### src/rtl/fetch_queue_frontend_if.sv
// Fetch front-end bundle: I-cache request/response, predictor query, redirect and decode-side queue head.
// Latency: none, this file only groups signals.
// Backpressure: fetch_request_ready throttles I-cache requests, fetch_out_ready throttles decode delivery.
interface fetch_queue_frontend_if #(
    parameter int XLEN        = 32,
    parameter int QUEUE_DEPTH = 4
);
    logic                             fetch_request_valid;
    logic                             fetch_request_ready;
    logic [XLEN-1:0]                  fetch_request_address;
    logic                             fetch_response_valid;
    logic [31:0]                      fetch_response_instruction;
    logic [XLEN-1:0]                  predict_program_counter;
    logic                             prediction_taken;
    logic [XLEN-1:0]                  prediction_target;
    logic                             redirect_valid;
    logic [XLEN-1:0]                  redirect_pc;
    logic                             fetch_out_valid;
    logic                             fetch_out_ready;
    logic [XLEN-1:0]                  fetch_out_program_counter;
    logic [31:0]                      fetch_out_instruction;
    logic                             fetch_out_prediction_taken;
    logic [XLEN-1:0]                  fetch_out_prediction_target;
    logic [$clog2(QUEUE_DEPTH+1)-1:0] queue_count;

    // Fetch stage side
    modport master (
        output fetch_request_valid, fetch_request_address, predict_program_counter,
               fetch_out_valid, fetch_out_program_counter, fetch_out_instruction,
               fetch_out_prediction_taken, fetch_out_prediction_target, queue_count,
        input  fetch_request_ready, fetch_response_valid, fetch_response_instruction,
               prediction_taken, prediction_target, redirect_valid, redirect_pc, fetch_out_ready
    );

    // Environment side: I-cache, predictor, backend and decode
    modport slave (
        input  fetch_request_valid, fetch_request_address, predict_program_counter,
               fetch_out_valid, fetch_out_program_counter, fetch_out_instruction,
               fetch_out_prediction_taken, fetch_out_prediction_target, queue_count,
        output fetch_request_ready, fetch_response_valid, fetch_response_instruction,
               prediction_taken, prediction_target, redirect_valid, redirect_pc, fetch_out_ready
    );
endinterface

### src/rtl/fetch_queue_frontend.sv
// Decoupled fetch: PC generation, one-outstanding I-cache request, QUEUE_DEPTH-entry instruction queue to decode.
// Latency: response to fetch_out_valid 1 cycle; 0 cycles when FETCH_QUEUE_BYPASS_EN is defined and the queue is empty.
// Backpressure: requests are credit-limited by count+outstanding < QUEUE_DEPTH; a stalled decode fills the queue then halts fetch.
module fetch_queue_frontend #(
    parameter int              XLEN        = 32,
    parameter int              QUEUE_DEPTH = 4,
    parameter logic [XLEN-1:0] RESET_PC    = '0
) (
    input  logic                   clk,
    input  logic                   rst_n,
    fetch_queue_frontend_if.master fq
);
    localparam int PW = $clog2(QUEUE_DEPTH);
    localparam int CW = $clog2(QUEUE_DEPTH + 1);

    logic [XLEN-1:0] pc_q;
    logic            outstanding_q;
    logic            drop_q;
    logic [XLEN-1:0] pend_pc_q;
    logic            pend_taken_q;
    logic [XLEN-1:0] pend_target_q;

    logic [XLEN-1:0] q_pc     [QUEUE_DEPTH];
    logic [31:0]     q_instr  [QUEUE_DEPTH];
    logic            q_taken  [QUEUE_DEPTH];
    logic [XLEN-1:0] q_target [QUEUE_DEPTH];
    logic [PW-1:0]   wr_ptr_q;
    logic [PW-1:0]   rd_ptr_q;
    logic [CW-1:0]   count_q;

    logic [CW:0]     inflight;
    logic            credit_ok;
    logic            req_vld;
    logic            accept;
    logic            resp_fire;
    logic            resp_keep;
    logic            queue_vld;
    logic            bypass;
    logic            push;
    logic            pop;
    logic [XLEN-1:0] pc_next;

    // Handshake decode: a queue slot is reserved for every request in flight, so a push never meets a full queue
    always_comb begin
        inflight  = {1'b0, count_q} + {{CW{1'b0}}, outstanding_q};
        credit_ok = inflight < (CW+1)'(QUEUE_DEPTH);
        req_vld   = rst_n && !fq.redirect_valid && (!outstanding_q || fq.fetch_response_valid) && credit_ok;
        accept    = req_vld && fq.fetch_request_ready;
        resp_fire = outstanding_q && fq.fetch_response_valid;
        resp_keep = resp_fire && !drop_q && !fq.redirect_valid;
        queue_vld = (count_q != '0);
`ifdef FETCH_QUEUE_BYPASS_EN
        bypass    = resp_keep && !queue_vld;
`else
        bypass    = 1'b0;
`endif
        push      = resp_keep && !(bypass && fq.fetch_out_ready);
        pop       = queue_vld && fq.fetch_out_ready && !fq.redirect_valid;
        pc_next   = fq.prediction_taken ? fq.prediction_target : pc_q + XLEN'(4);
    end

    // Outputs: request side follows the PC register, decode side shows the queue head or the bypassed response
    always_comb begin
        fq.fetch_request_valid         = req_vld;
        fq.fetch_request_address       = pc_q;
        fq.predict_program_counter     = pc_q;
        fq.queue_count                 = count_q;
        fq.fetch_out_valid             = queue_vld || bypass;
        fq.fetch_out_program_counter   = q_pc[rd_ptr_q];
        fq.fetch_out_instruction       = q_instr[rd_ptr_q];
        fq.fetch_out_prediction_taken  = q_taken[rd_ptr_q];
        fq.fetch_out_prediction_target = q_target[rd_ptr_q];
        if (bypass) begin
            fq.fetch_out_program_counter   = pend_pc_q;
            fq.fetch_out_instruction       = fq.fetch_response_instruction;
            fq.fetch_out_prediction_taken  = pend_taken_q;
            fq.fetch_out_prediction_target = pend_target_q;
        end
    end

    // PC, outstanding-request and drop tracking; a redirect overrides any accept or response that cycle
    always_ff @(posedge clk or negedge rst_n) begin
        if (!rst_n) begin
            pc_q          <= RESET_PC;
            outstanding_q <= 1'b0;
            drop_q        <= 1'b0;
            pend_pc_q     <= '0;
            pend_taken_q  <= 1'b0;
            pend_target_q <= '0;
        end else if (fq.redirect_valid) begin
            pc_q <= {fq.redirect_pc[XLEN-1:2], 2'b00};
            if (outstanding_q) begin
                if (fq.fetch_response_valid) begin
                    outstanding_q <= 1'b0;
                    drop_q        <= 1'b0;
                end else begin
                    drop_q <= 1'b1;
                end
            end
        end else if (accept) begin
            pc_q          <= pc_next;
            outstanding_q <= 1'b1;
            drop_q        <= 1'b0;
            pend_pc_q     <= pc_q;
            pend_taken_q  <= fq.prediction_taken;
            pend_target_q <= fq.prediction_target;
        end else if (resp_fire) begin
            outstanding_q <= 1'b0;
            drop_q        <= 1'b0;
        end
    end

    // Queue pointers and occupancy; a redirect empties the queue
    always_ff @(posedge clk or negedge rst_n) begin
        if (!rst_n) begin
            wr_ptr_q <= '0;
            rd_ptr_q <= '0;
            count_q  <= '0;
        end else if (fq.redirect_valid) begin
            wr_ptr_q <= '0;
            rd_ptr_q <= '0;
            count_q  <= '0;
        end else begin
            if (push) wr_ptr_q <= wr_ptr_q + PW'(1);
            if (pop)  rd_ptr_q <= rd_ptr_q + PW'(1);
            if (push && !pop)      count_q <= count_q + CW'(1);
            else if (pop && !push) count_q <= count_q - CW'(1);
        end
    end

    // Queue storage write port
    always_ff @(posedge clk or negedge rst_n) begin
        if (!rst_n) begin
            for (int i = 0; i < QUEUE_DEPTH; i++) begin
                q_pc[i]     <= '0;
                q_instr[i]  <= '0;
                q_taken[i]  <= 1'b0;
                q_target[i] <= '0;
            end
        end else if (push) begin
            q_pc[wr_ptr_q]     <= pend_pc_q;
            q_instr[wr_ptr_q]  <= fq.fetch_response_instruction;
            q_taken[wr_ptr_q]  <= pend_taken_q;
            q_target[wr_ptr_q] <= pend_target_q;
        end
    end
endmodule

### src/flat_wrapper.sv
// flat-port wrapper written by rule: the top's interface ports become plain ports
module fetch_queue_frontend_flat 
#(
    parameter int              XLEN        = 32,
    parameter int              QUEUE_DEPTH = 4,
    parameter logic [XLEN-1:0] RESET_PC    = '0
)
  (clk, rst_n, fq_fetch_request_valid, fq_fetch_request_address, fq_predict_program_counter, fq_fetch_out_valid, fq_fetch_out_program_counter, fq_fetch_out_instruction, fq_fetch_out_prediction_taken, fq_fetch_out_prediction_target, fq_queue_count, fq_fetch_request_ready, fq_fetch_response_valid, fq_fetch_response_instruction, fq_prediction_taken, fq_prediction_target, fq_redirect_valid, fq_redirect_pc, fq_fetch_out_ready);
  fetch_queue_frontend_if #(.XLEN(XLEN), .QUEUE_DEPTH(QUEUE_DEPTH)) fq_i ();
  input  logic clk;
  input  logic rst_n;
  output wire logic [$bits(fq_i.fetch_request_valid)-1:0] fq_fetch_request_valid;
  output wire logic [$bits(fq_i.fetch_request_address)-1:0] fq_fetch_request_address;
  output wire logic [$bits(fq_i.predict_program_counter)-1:0] fq_predict_program_counter;
  output wire logic [$bits(fq_i.fetch_out_valid)-1:0] fq_fetch_out_valid;
  output wire logic [$bits(fq_i.fetch_out_program_counter)-1:0] fq_fetch_out_program_counter;
  output wire logic [$bits(fq_i.fetch_out_instruction)-1:0] fq_fetch_out_instruction;
  output wire logic [$bits(fq_i.fetch_out_prediction_taken)-1:0] fq_fetch_out_prediction_taken;
  output wire logic [$bits(fq_i.fetch_out_prediction_target)-1:0] fq_fetch_out_prediction_target;
  output wire logic [$bits(fq_i.queue_count)-1:0] fq_queue_count;
  input wire logic [$bits(fq_i.fetch_request_ready)-1:0] fq_fetch_request_ready;
  input wire logic [$bits(fq_i.fetch_response_valid)-1:0] fq_fetch_response_valid;
  input wire logic [$bits(fq_i.fetch_response_instruction)-1:0] fq_fetch_response_instruction;
  input wire logic [$bits(fq_i.prediction_taken)-1:0] fq_prediction_taken;
  input wire logic [$bits(fq_i.prediction_target)-1:0] fq_prediction_target;
  input wire logic [$bits(fq_i.redirect_valid)-1:0] fq_redirect_valid;
  input wire logic [$bits(fq_i.redirect_pc)-1:0] fq_redirect_pc;
  input wire logic [$bits(fq_i.fetch_out_ready)-1:0] fq_fetch_out_ready;
  assign fq_fetch_request_valid = fq_i.fetch_request_valid;
  assign fq_fetch_request_address = fq_i.fetch_request_address;
  assign fq_predict_program_counter = fq_i.predict_program_counter;
  assign fq_fetch_out_valid = fq_i.fetch_out_valid;
  assign fq_fetch_out_program_counter = fq_i.fetch_out_program_counter;
  assign fq_fetch_out_instruction = fq_i.fetch_out_instruction;
  assign fq_fetch_out_prediction_taken = fq_i.fetch_out_prediction_taken;
  assign fq_fetch_out_prediction_target = fq_i.fetch_out_prediction_target;
  assign fq_queue_count = fq_i.queue_count;
  assign fq_i.fetch_request_ready = fq_fetch_request_ready;
  assign fq_i.fetch_response_valid = fq_fetch_response_valid;
  assign fq_i.fetch_response_instruction = fq_fetch_response_instruction;
  assign fq_i.prediction_taken = fq_prediction_taken;
  assign fq_i.prediction_target = fq_prediction_target;
  assign fq_i.redirect_valid = fq_redirect_valid;
  assign fq_i.redirect_pc = fq_redirect_pc;
  assign fq_i.fetch_out_ready = fq_fetch_out_ready;
  fetch_queue_frontend #(.XLEN(XLEN), .QUEUE_DEPTH(QUEUE_DEPTH), .RESET_PC(RESET_PC)) u_core (.clk(clk), .rst_n(rst_n), .fq(fq_i));
endmodule
### config.mk
export PLATFORM = sky130hd
export DESIGN_NAME = fetch_queue_frontend_flat
export DESIGN_NICKNAME = d
export VERILOG_FILES = /design/src/rtl/fetch_queue_frontend_if.sv /design/src/rtl/fetch_queue_frontend.sv /design/src/flat_wrapper.sv
export SDC_FILE = /design/constraint.sdc
export NUM_CORES = 1
export LEC_CHECK = 0
export CAP_MARGIN = 20
export CORE_MARGIN = 4
export CORE_UTILIZATION = 51
export CTS_BUF_LIST = sky130_fd_sc_hd__clkbuf_16
export DETAILED_ROUTE_END_ITERATION = 6
export PLACE_DENSITY = 0.77
export SLEW_MARGIN = 20
export SYNTH_ARGS = -nofsm -noshare
export SYNTH_HDL_FRONTEND = slang
export SYNTH_SLANG_ARGS = --single-unit
### constraint.sdc
create_clock -name clk -period 2.2 [get_ports clk]
set_clock_uncertainty 0.15 [all_clocks]
set_input_delay 0.33 -clock clk [delete_from_list [all_inputs] [get_ports clk]]
set_output_delay 0.33 -clock clk [all_outputs]
set_load 0.05 [all_outputs]
==> flow_summary.toml, run 1 <==
[synthesis]
ys_warn_count = 0
synthDistinctLibCells = 67
netlist_instances = 1576
syn_nets = 1685
synth_seq_cells = 494
ys_seq_area_share_pct = 55.8
ys.flop_type = "dfrtp_1"
postSynthAreaPerCell_um2 = 14.0
synth-edff-count = 0
synth_area_mm2 = 0.0221
async_flop_share_pct = 100

[global_route]
grt_first_pass_wirelength_um = 90900
grt_max_degree = 156
grt_usage_pct = 24.7
antenna_found_initial = 5
grt_overflow = 0
grt_pass1_vias = 15600

[cts]
clock-sinks = 494
cts-root-buf = "clkbuf_16"
cts_tree = "done"
cts_max_path_buffers = 3
clk_pin_slew_worst_paths_ns = 0.06
insertion_delay_ns = 0.60
cts_max_level = 2
cts_buffers = 50

[floorplanning]
rows = 76
initial_core_util_pct = 51.5
ios = 269
die_w_um = 216
die_h_um = 216
dieArea_mm2 = 0.0468
coreArea_mm2 = 0.0430

[power]
power.internal_mw = 22.0
p_seq_share_pct = 34.4
ir_worst_vdd_mv = 0.953
pwr-share-comb_pct = 41.1
power.density_mw_per_mm2 = 1240
switching_share_pct = 37.1
p_clk_share_pct = 24.5
p_switching_mw = 13.0
p_leak_nw = 13.6

[sta]
setup_viol = 98
hold_viol = 0
min_period_ns = 2.64
timing.final.crit_share_pct = 120
finalMaxSlewViolations = 0
worst_slack_ns = -0.438
hold_ws_ns = 0.0699
max_slew_margin_pct = 44.4
max_freq_mhz = 379
worstMarginPinSlew_ns = 0.834
rsz0062_at_grt = "true"

[routing]
vias = 14400
wl_per_cell_um = 22.8
drtIter0Drc = 1128
final_antenna_net_count = 0
drc = 0
drt-pass1-iter-count = 5
routed_wl_um = 57400
drt-vias-per-instance = 5.73

[cells_and_area]
drive_gt1_share_pct = 45.0
nets = 2000
final_common_cell = "dfrtp_1"
fin_util_pct = 65.6
final_cell_mix = "dfrtp_1, mux2_2, nand2_1, buf_4"
syn_to_final_growth_pct = 27.4

[place]
dp_hpwl_um = 38200
place.gp.congestion = 0.909
io_buffers = 266

[outcome]
outcome = "complete, but fails checks"
failed_checks = "negative setup slack"

[critical_path]
cp.arrival_ns = 2.16
start_kind = "flip-flop"
cp_max_fo = 7
crit_type = "reg -> out"
crit_required_ns = 1.72
critPathCaptureType = "output pin"

[min_path]
min_path_type = "in -> reg"

[job]
drv_cap = 0
final timing paths:
| check | from | endpoint | slack (ns) | depth (start not counted) |
|---|---|---|---|---|
| min in group asynchronous | rst_n | u_core.fq.fetch_request_address[24]$_DFFE_PN0P_ | 0.29 | 4 |
| setup / recovery | u_core.rd_ptr_q[0]$_DFFE_PN0P_ | fq_fetch_out_prediction_target[26] | -0.44 | 5 |
| setup reg to reg | u_core.fq.queue_count[1]$_DFFE_PN0P_ | u_core.fq.fetch_request_address[20]$_DFFE_PN0P_ | 0.08 | 8 |
| max in group asynchronous | rst_n | u_core.pend_pc_q[17]$_DFFE_PN0P_ | 0.46 | 6 |
| hold / removal | fq_redirect_valid | u_core.wr_ptr_q[1]$_DFFE_PN0P_ | 0.07 | 3 |
| hold reg to reg | u_core.q_target[49]$_DFFE_PN0P_ | u_core.q_target[49]$_DFFE_PN0P_ | 0.35 | 1 |
critical path: stages (launching register included):
cell	delay [ns]
dfrtp_4	0.50
buf_12	0.17
buf_12	0.13
buf_8	0.11
mux4_2	0.46
buf_8	0.18
layout make-up:
type,instances,area [µm²]
fillers,3081,14800
diodes,4,10.0
inverters,16,60.1
flip-flops and latches,494,12400
clock inverters,39,329
multi-input cells,935,9070
clock buffers,53,1330
well taps,585,732
repair buffers,394,4290
kinds of logic (layout without fill, tap and decap cells):
kind of cell	Yosys count	after routing	synth area share, %
buffers and inverters	147	502	3.46
other	0	4	0
DFF	494	494	55.8
AOI/OAI and AO/OA	108	108	3.35
adders and majority gates	6	6	0.373
muxes	493	493	30.0
xor gates and xnor gates	17	17	0.673
and+or+nand+nor	311	311	6.34
Yosys cell counts, types with 5 or more instances:
master	count	area share, %
nand4_1	8	0.23
mux4_2	97	9.9
nand3_1	8	0.18
mux2_2	388	20
xor2_1	8	0.32
ha_1	5	0.28
and4_1	5	0.20
o21ai_0	30	0.68
o211ai_1	5	0.17
xnor2_1	9	0.36
buf_2	66	1.5
buf_1	5	0.085
buf_4	35	1.2
mux2i_1	8	0.36
nor3_1	7	0.16
inv_1	16	0.27
a221oi_1	5	0.20
a21oi_1	16	0.36
nor2_1	30	0.51
dfrtp_1	494	56
nand2_1	214	3.6
nand2b_1	5	0.14
clkbuf_1	24	0.41
a22oi_1	12	0.41
flip-flops by register name (all words and copies together), names as in the netlist, 2 cells and up:
name / cells
u_core.wr_ptr_q: 2
u_core.rd_ptr_q: 2
u_core.fq.fetch_request_address: 32
u_core.fq.queue_count: 3
u_core.q_taken: 4
u_core.q_instr: 128
u_core.q_target: 128
u_core.pend_pc_q: 32
u_core.pend_target_q: 32
u_core.q_pc: 128
metal layers:
metal | part of all wire (%) | vias up | global-route usage [%]
met5 | 0.023 | - | 0
met4 | 2.9 | 2 | 7.00
met3 | 7.8 | 106 | 6.77
met2 | 48 | 497 | 39.8
met1 | 41 | 7518 | 33.4
li1 | - | 6322 | -
per-stage QoR:
step | TNS (ns) | std cells | cell area [µm²] | power [mW] | worst slack [ns]
after floorplan | 0 | 1576 | 22200 | 20.6 | 0.00209
after global placement | -66.24 | 2403 | 25800 | 24.8 | -0.369
after detailed placement | -79.79 | 2403 | 25800 | 25.1 | -0.392
after CTS | -41.40 | 2511 | 28100 | 35.1 | -0.491
after global routing | -42.38 | 2516 | 28200 | 36.6 | -0.489
final | -35.73 | 2520 | 28200 | 35.0 | -0.438
what timing repair did:
item                                    CTS  global route
buffers inserted                         12             5
endpoints found under the setup margin  118           113
pin swaps                                 3             2
gates cloned                              2             3
hold buffers                              2             0
gates resized for setup                 124            22
endpoints found under the hold margin   140             0
power groups by stage:
stage | combinational, mW | sequential, mW | clock (mW)
after floorplan | 8.54 | 12.1 | 0
after global placement | 12.7 | 12.1 | 0
after detailed placement | 12.9 | 12.3 | 0
after CTS | 14.3 | 12.0 | 8.77
after global routing | 15.2 | 12.3 | 9.13
final | 14.4 | 12.0 | 8.58
Power figures use the tool's default switching activity.
==> inputs of run 2 (changes only) <==
--- a/config.mk
+++ b/config.mk
@@ -7,10 +7,10 @@
 export LEC_CHECK = 0
 export CAP_MARGIN = 20
 export CORE_MARGIN = 4
-export CORE_UTILIZATION = 51
+export CORE_UTILIZATION = 60
 export CTS_BUF_LIST = sky130_fd_sc_hd__clkbuf_16
 export DETAILED_ROUTE_END_ITERATION = 6
-export PLACE_DENSITY = 0.77
+export PLACE_DENSITY = 0.85
 export SLEW_MARGIN = 20
 export SYNTH_ARGS = -nofsm -noshare
 export SYNTH_HDL_FRONTEND = slang
==> constraint.sdc (replaced) <==
create_clock -name clk -period 3.2 [get_ports clk]
set_clock_uncertainty 0.15 [all_clocks]
set_input_delay 0.48 -clock clk [delete_from_list [all_inputs] [get_ports clk]]
set_output_delay 0.48 -clock clk [all_outputs]
set_load 0.05 [all_outputs]
==> flow_summary.toml, run 2 (same netlist as run 1, synthesis figures left out) <==
[outcome]
outcome = "complete, no violations"

[routing]
drc = 0
drt-vias-per-instance = 6.13
drtIter0Drc = 849
routed_wl_um = 54900
final_antenna_net_count = 0
drt-pass1-iter-count = 5
vias = 14200
wl_per_cell_um = 23.7

[power]
ir_worst_vdd_mv = 0.616
pwr-share-comb_pct = 38.1
p_seq_share_pct = 37.7
power.internal_mw = 13.7
p_clk_share_pct = 24.2
p_leak_nw = 12.8
power.density_mw_per_mm2 = 837
p_switching_mw = 8.55
switching_share_pct = 38.4

[cells_and_area]
area.sequential_mm2 = 0.0124
stdcell_count = 2314
fillers = 2366
biggestRegsByFlops = "u_core.q_instr: 128 flops, u_core.q_pc: 128 flops, u_core.q_target: 128 flops"
final_cell_mix = "dfrtp_1, mux2_2, nand2_1, clkdlybuf4s50_1, buf_4"
multi_input_area_mm2 = 0.00905
syn_to_final_growth_pct = 20.1
final_common_cell = "dfrtp_1"
drive_gt1_share_pct = 37.8
nets = 1918

[critical_path]
cp_max_fo = 5
reg2reg_from = "u_core.fq.fetch_request_address[2]$_DFFE_PN0P_"
start_kind = "flip-flop"
crit_type = "reg -> out"
reg2reg_setup_slack_ns = 0.66
cp.arrival_ns = 2.48
worstSetupStartpoint = "u_core.rd_ptr_q[0]$_DFFE_PN0P_"
critPathCaptureType = "output pin"
crit_required_ns = 2.57

[global_route]
grt_max_degree = 193
grt_first_pass_wirelength_um = 85700
grt_pass1_vias = 15300
grt_overflow = 0
antenna_found_initial = 6
grt_usage_pct = 27.7

[min_path]
min_path_type = "in -> reg"
min_from = "fq_redirect_valid"

[cts]
cts_tree = "done"
cts_max_level = 2
cts-root-buf = "clkbuf_16"
clk_pin_slew_worst_paths_ns = 0.06
cts_buffers = 49
clock-sinks = 494
insertion_delay_ns = 0.58
cts_max_path_buffers = 3

[floorplanning]
coreArea_mm2 = 0.0365
rows = 70
die_w_um = 200
dieArea_mm2 = 0.0400
ios = 269
die_h_um = 200
initial_core_util_pct = 60.6

[sta]
rsz0062_at_grt = "false"
max_slew_margin_pct = 31.7
worstMarginPinSlew_ns = 1.02
hold_viol = 0
min_period_ns = 3.11
max_freq_mhz = 322
setup_viol = 0
timing.final.crit_share_pct = 97.2
finalMaxSlewViolations = 0
worst_slack_ns = 0.0905

[place]
dp_hpwl_um = 35200
placedCellCount = 2220
place.gp.congestion = 0.894
dp_slack_ns = 0.353
io_buffers = 266

[job]
drv_cap = 0
## run 2: repair_timing
action,CTS,global route
cloned,1,0
buffers inserted,1,2
pin swaps,0,0
hold buffers,1,0
hold endpoints to repair,20,0
endpoints found under the setup margin,31,20
resized for setup,23,0
## run 2: per-stage QoR
step / hold slack [ns] / utilization [%] / cell area, µm² / total power [mW] / TNS (ns)
after floorplan: 0.0344 / - / 22100 / 14.1 / 0
after global placement: 0.194 / 68.4 / 25000 / 16.7 / 0
after detailed placement: 0.201 / 68.4 / 25000 / 17.0 / 0
after CTS: 0.0884 / 72.7 / 26500 / 22.4 / -0.00169
after global routing: 0.134 / 72.8 / 26600 / 23.2 / 0
final: 0.117 / 72.8 / 26600 / 22.3 / 0
## run 2: path summary, 6_finish.rpt
check                                                                  end  cells past startpoint
hold / removal                              u_core.wr_ptr_q[0]$_DFFE_PN0P_                      2
setup reg to reg           u_core.fq.fetch_request_address[26]$_DFFE_PN0P_                      7
min in group asynchronous                   u_core.q_instr[69]$_DFFE_PN0P_                      2
max in group asynchronous                     u_core.q_pc[125]$_DFFE_PN0P_                      4
setup / recovery                        fq_fetch_out_prediction_target[20]                      3
hold reg to reg                                u_core.q_pc[45]$_DFFE_PN0P_                      1
## run 2: area by class of cell
type | instances | area share (%)
antenna | 2 | 0.0188
clock buffer | 51 | 4.80
timing repair buffer | 313 | 11.4
inverter | 16 | 0.226
multi-input combinational | 935 | 34.0
sequential | 494 | 46.5
tap | 468 | 2.20
clock inverter | 35 | 0.781
## run 2: layer usage
layer / track usage, % / wire [µm] / vias up
li1: - / - / 6133
met1: 36.3 / 21600 / 7385
met2: 45.3 / 27200 / 523
met3: 6.75 / 4110 / 128
met4: 11.1 / 2020 / 8
met5: 0 / 64 / -
## run 2: worst max-delay path, stage by stage, from the launching register on
cell             delay, ns
dfrtp_4               0.47
buf_12                0.14
mux4_2                0.55
clkdlybuf4s50_1       0.73
## run 2: power groups by stage
stage | clock, mW | combinational (mW) | sequential, mW
final | 5.38 | 8.49 | 8.39
after floorplan | 0 | 5.86 | 8.29
after global placement | 0 | 8.35 | 8.39
after detailed placement | 0 | 8.46 | 8.50
after global routing | 5.76 | 8.94 | 8.54
after CTS | 5.48 | 8.52 | 8.39
==> inputs of run 3 (changes only) <==
--- a/config.mk
+++ b/config.mk
@@ -10,6 +10,7 @@
 export CORE_UTILIZATION = 60
 export CTS_BUF_LIST = sky130_fd_sc_hd__clkbuf_16
 export DETAILED_ROUTE_END_ITERATION = 6
+export GPL_TIMING_DRIVEN = 0
 export PLACE_DENSITY = 0.85
 export SLEW_MARGIN = 20
 export SYNTH_ARGS = -nofsm -noshare
==> flow_summary.toml, run 3 (same netlist as run 1, synthesis figures left out) <==
[sta]
min_period_ns = 3.17
timing.final.crit_share_pct = 99.0
tns_ns = 0
setup_viol = 0
rsz0062_at_grt = "true"
max_slew_margin_pct = 39.6
finalMaxSlewViolations = 0
hold_ws_ns = 0.346
hold_viol = 0
max_freq_mhz = 315
worstMarginPinSlew_ns = 0.905

[cells_and_area]
stdcell_count = 2412
final_cell_mix = "dfrtp_1, mux2_2, nand2_1, clkdlybuf4s50_1, mux4_2"
drive_gt1_share_pct = 36.4
nets = 2011
syn_to_final_growth_pct = 22.4
fin_area_mm2 = 0.0271
multi_input_area_mm2 = 0.00903
area.sequential_mm2 = 0.0124
fillers = 2356
biggestRegsByFlops = "u_core.q_instr: 128 flops, u_core.q_pc: 128 flops, u_core.q_target: 128 flops"
final_common_cell = "dfrtp_1"

[cts]
insertion_delay_ns = 0.57
cts_buffers = 51
cts_tree = "done"
clk_pin_slew_worst_paths_ns = 0.06
cts-root-buf = "clkbuf_16"
clock-sinks = 494
cts_max_path_buffers = 3
cts_max_level = 2

[critical_path]
crit_path_cell_trace = "buf_12, clkbuf_4, buf_2, mux4_2, dlygate4sd2_1"
start_kind = "flip-flop"
path_buf_inv = 4
critPathCaptureType = "output pin"
slowest_delay_ns = 0.61
crit_required_ns = 2.57
crit_type = "reg -> out"
cp_top_family = "buffers and inverters"
cp.arrival_ns = 2.54
slowest_stage = "dlygate4sd2_1"
cp_max_fo = 10

[global_route]
grt-busiest-layer = "met2"
grt_pass1_vias = 16000
grt_overflow = 0
grt_util_met2_pct = 48.3
grt_max_degree = 103
use_met3_pct = 6.60
grt_first_pass_wirelength_um = 91900
antenna_found_initial = 3
gr-usage-met1_pct = 40.6
grt_usage_pct = 29.9

[routing]
drt-vias-per-instance = 6.18
vias = 14900
wl_per_cell_um = 24.4
drt-pass1-iter-count = 6
drc = 0
final_antenna_net_count = 0
drtIter0Drc = 1196
routed_wl_um = 59000

[floorplanning]
ios = 269
die_w_um = 200
dieArea_mm2 = 0.0400
coreArea_mm2 = 0.0365
rows = 70
die_h_um = 200
initial_core_util_pct = 60.6

[power]
power.density_mw_per_mm2 = 822
pwr-share-comb_pct = 37.5
p_leak_nw = 13.2
p_clk_share_pct = 24.8
ir_worst_vdd_mv = 0.498
p_switching_mw = 8.66
switching_share_pct = 38.9
p_seq_share_pct = 37.6
power.internal_mw = 13.6

[place]
place.gp.congestion = 0.939
io_buffers = 266
dp_hpwl_um = 41100
placedCellCount = 2315
place_area_mm2 = 0.0255

[min_path]
min_path_type = "in -> async"

[job]
drv_cap = 0

[outcome]
outcome = "complete, no violations"
==> run 3: cell count changes in the layout (fill, tap and decap cells not counted), sizes merged, moves of 6 or more <==
cell           delta
dlygate4sd2      +65
clkdlybuf4s15    +10
clkbuf           +27
clkinv            -9
buf               -6
inv              +10
==> run 3: what timing repair did <==
action,in CTS,in global routing
hold buffers,1,0
endpoints found under the setup margin,98,16
gates resized for setup,149,4
setup buffers,3,0
hold endpoints to repair,76,0
==> run 3: layout make-up <==
cell class / instances / share of cell area [%]
plain buffers: 129 / 2.77
multi-input cells: 935 / 33.3
diodes: 3 / 0.0277
clock inverters: 39 / 0.817
repair buffers: 275 / 10.2
clock buffers: 53 / 4.89
flip-flops and latches: 494 / 45.6
inverters: 16 / 0.222
well taps: 468 / 2.16
==> run 3: power groups by stage <==
stage | Sequential, mW | Clock (mW) | Combinational (mW)
5_1_grt | 8.52 | 5.86 | 8.83
3_3_place_gp | 8.36 | 0 | 8.64
6_report | 8.39 | 5.54 | 8.37
4_1_cts | 8.36 | 5.59 | 8.43
2_1_floorplan | 8.29 | 0 | 5.86
3_5_place_dp | 8.44 | 0 | 8.79
==> run 3: final timing paths <==
check	from	to	slack, ns	cells after the start
worst max-delay path	u_core.rd_ptr_q[1]$_DFFE_PN0P_	fq_fetch_out_program_counter[7]	0.03	5
worst min-delay path	rst_n	u_core.q_instr[73]$_DFFE_PN0P_	0.35	2
worst max register to register	u_core.fq.fetch_request_address[11]$_DFFE_PN0P_	u_core.fq.fetch_request_address[29]$_DFFE_PN0P_	0.53	5
worst min register to register	u_core.q_instr[57]$_DFFE_PN0P_	u_core.q_instr[57]$_DFFE_PN0P_	0.35	1
max in group asynchronous	rst_n	u_core.q_target[79]$_DFFE_PN0P_	1.34	4
min in group clk	fq_redirect_pc[17]	u_core.fq.fetch_request_address[17]$_DFFE_PN0P_	0.35	3
==> run 3: worst reg2reg max path, delay by kind of cell, from the launching register on <==
kind	cells	cell delay, ns
AND/OR/NAND/NOR	3	1.28
AO/OA/AOI/OAI	2	0.42
flip-flops	1	0.66
==> run 3: layer usage <==
layer	vias to the layer above	wire length [µm]
met3	154	4790
met4	0	2330
met1	7717	23200
met2	692	28700
met5	-	0
li1	6337	-
==> run 3: per-stage QoR <==
| stage | setup slack [ns] | power, mW | util (%) |
|---|---|---|---|
| after global placement | -19.32 | 17.0 | 69.5 |
| after floorplan | 0.500 | 14.1 | - |
| after CTS | 0.0279 | 22.4 | 74.2 |
| final | 0.0304 | 22.3 | 74.2 |
| after detailed placement | -0.734 | 17.2 | 69.9 |
| after global routing | -0.0367 | 23.2 | 74.2 |
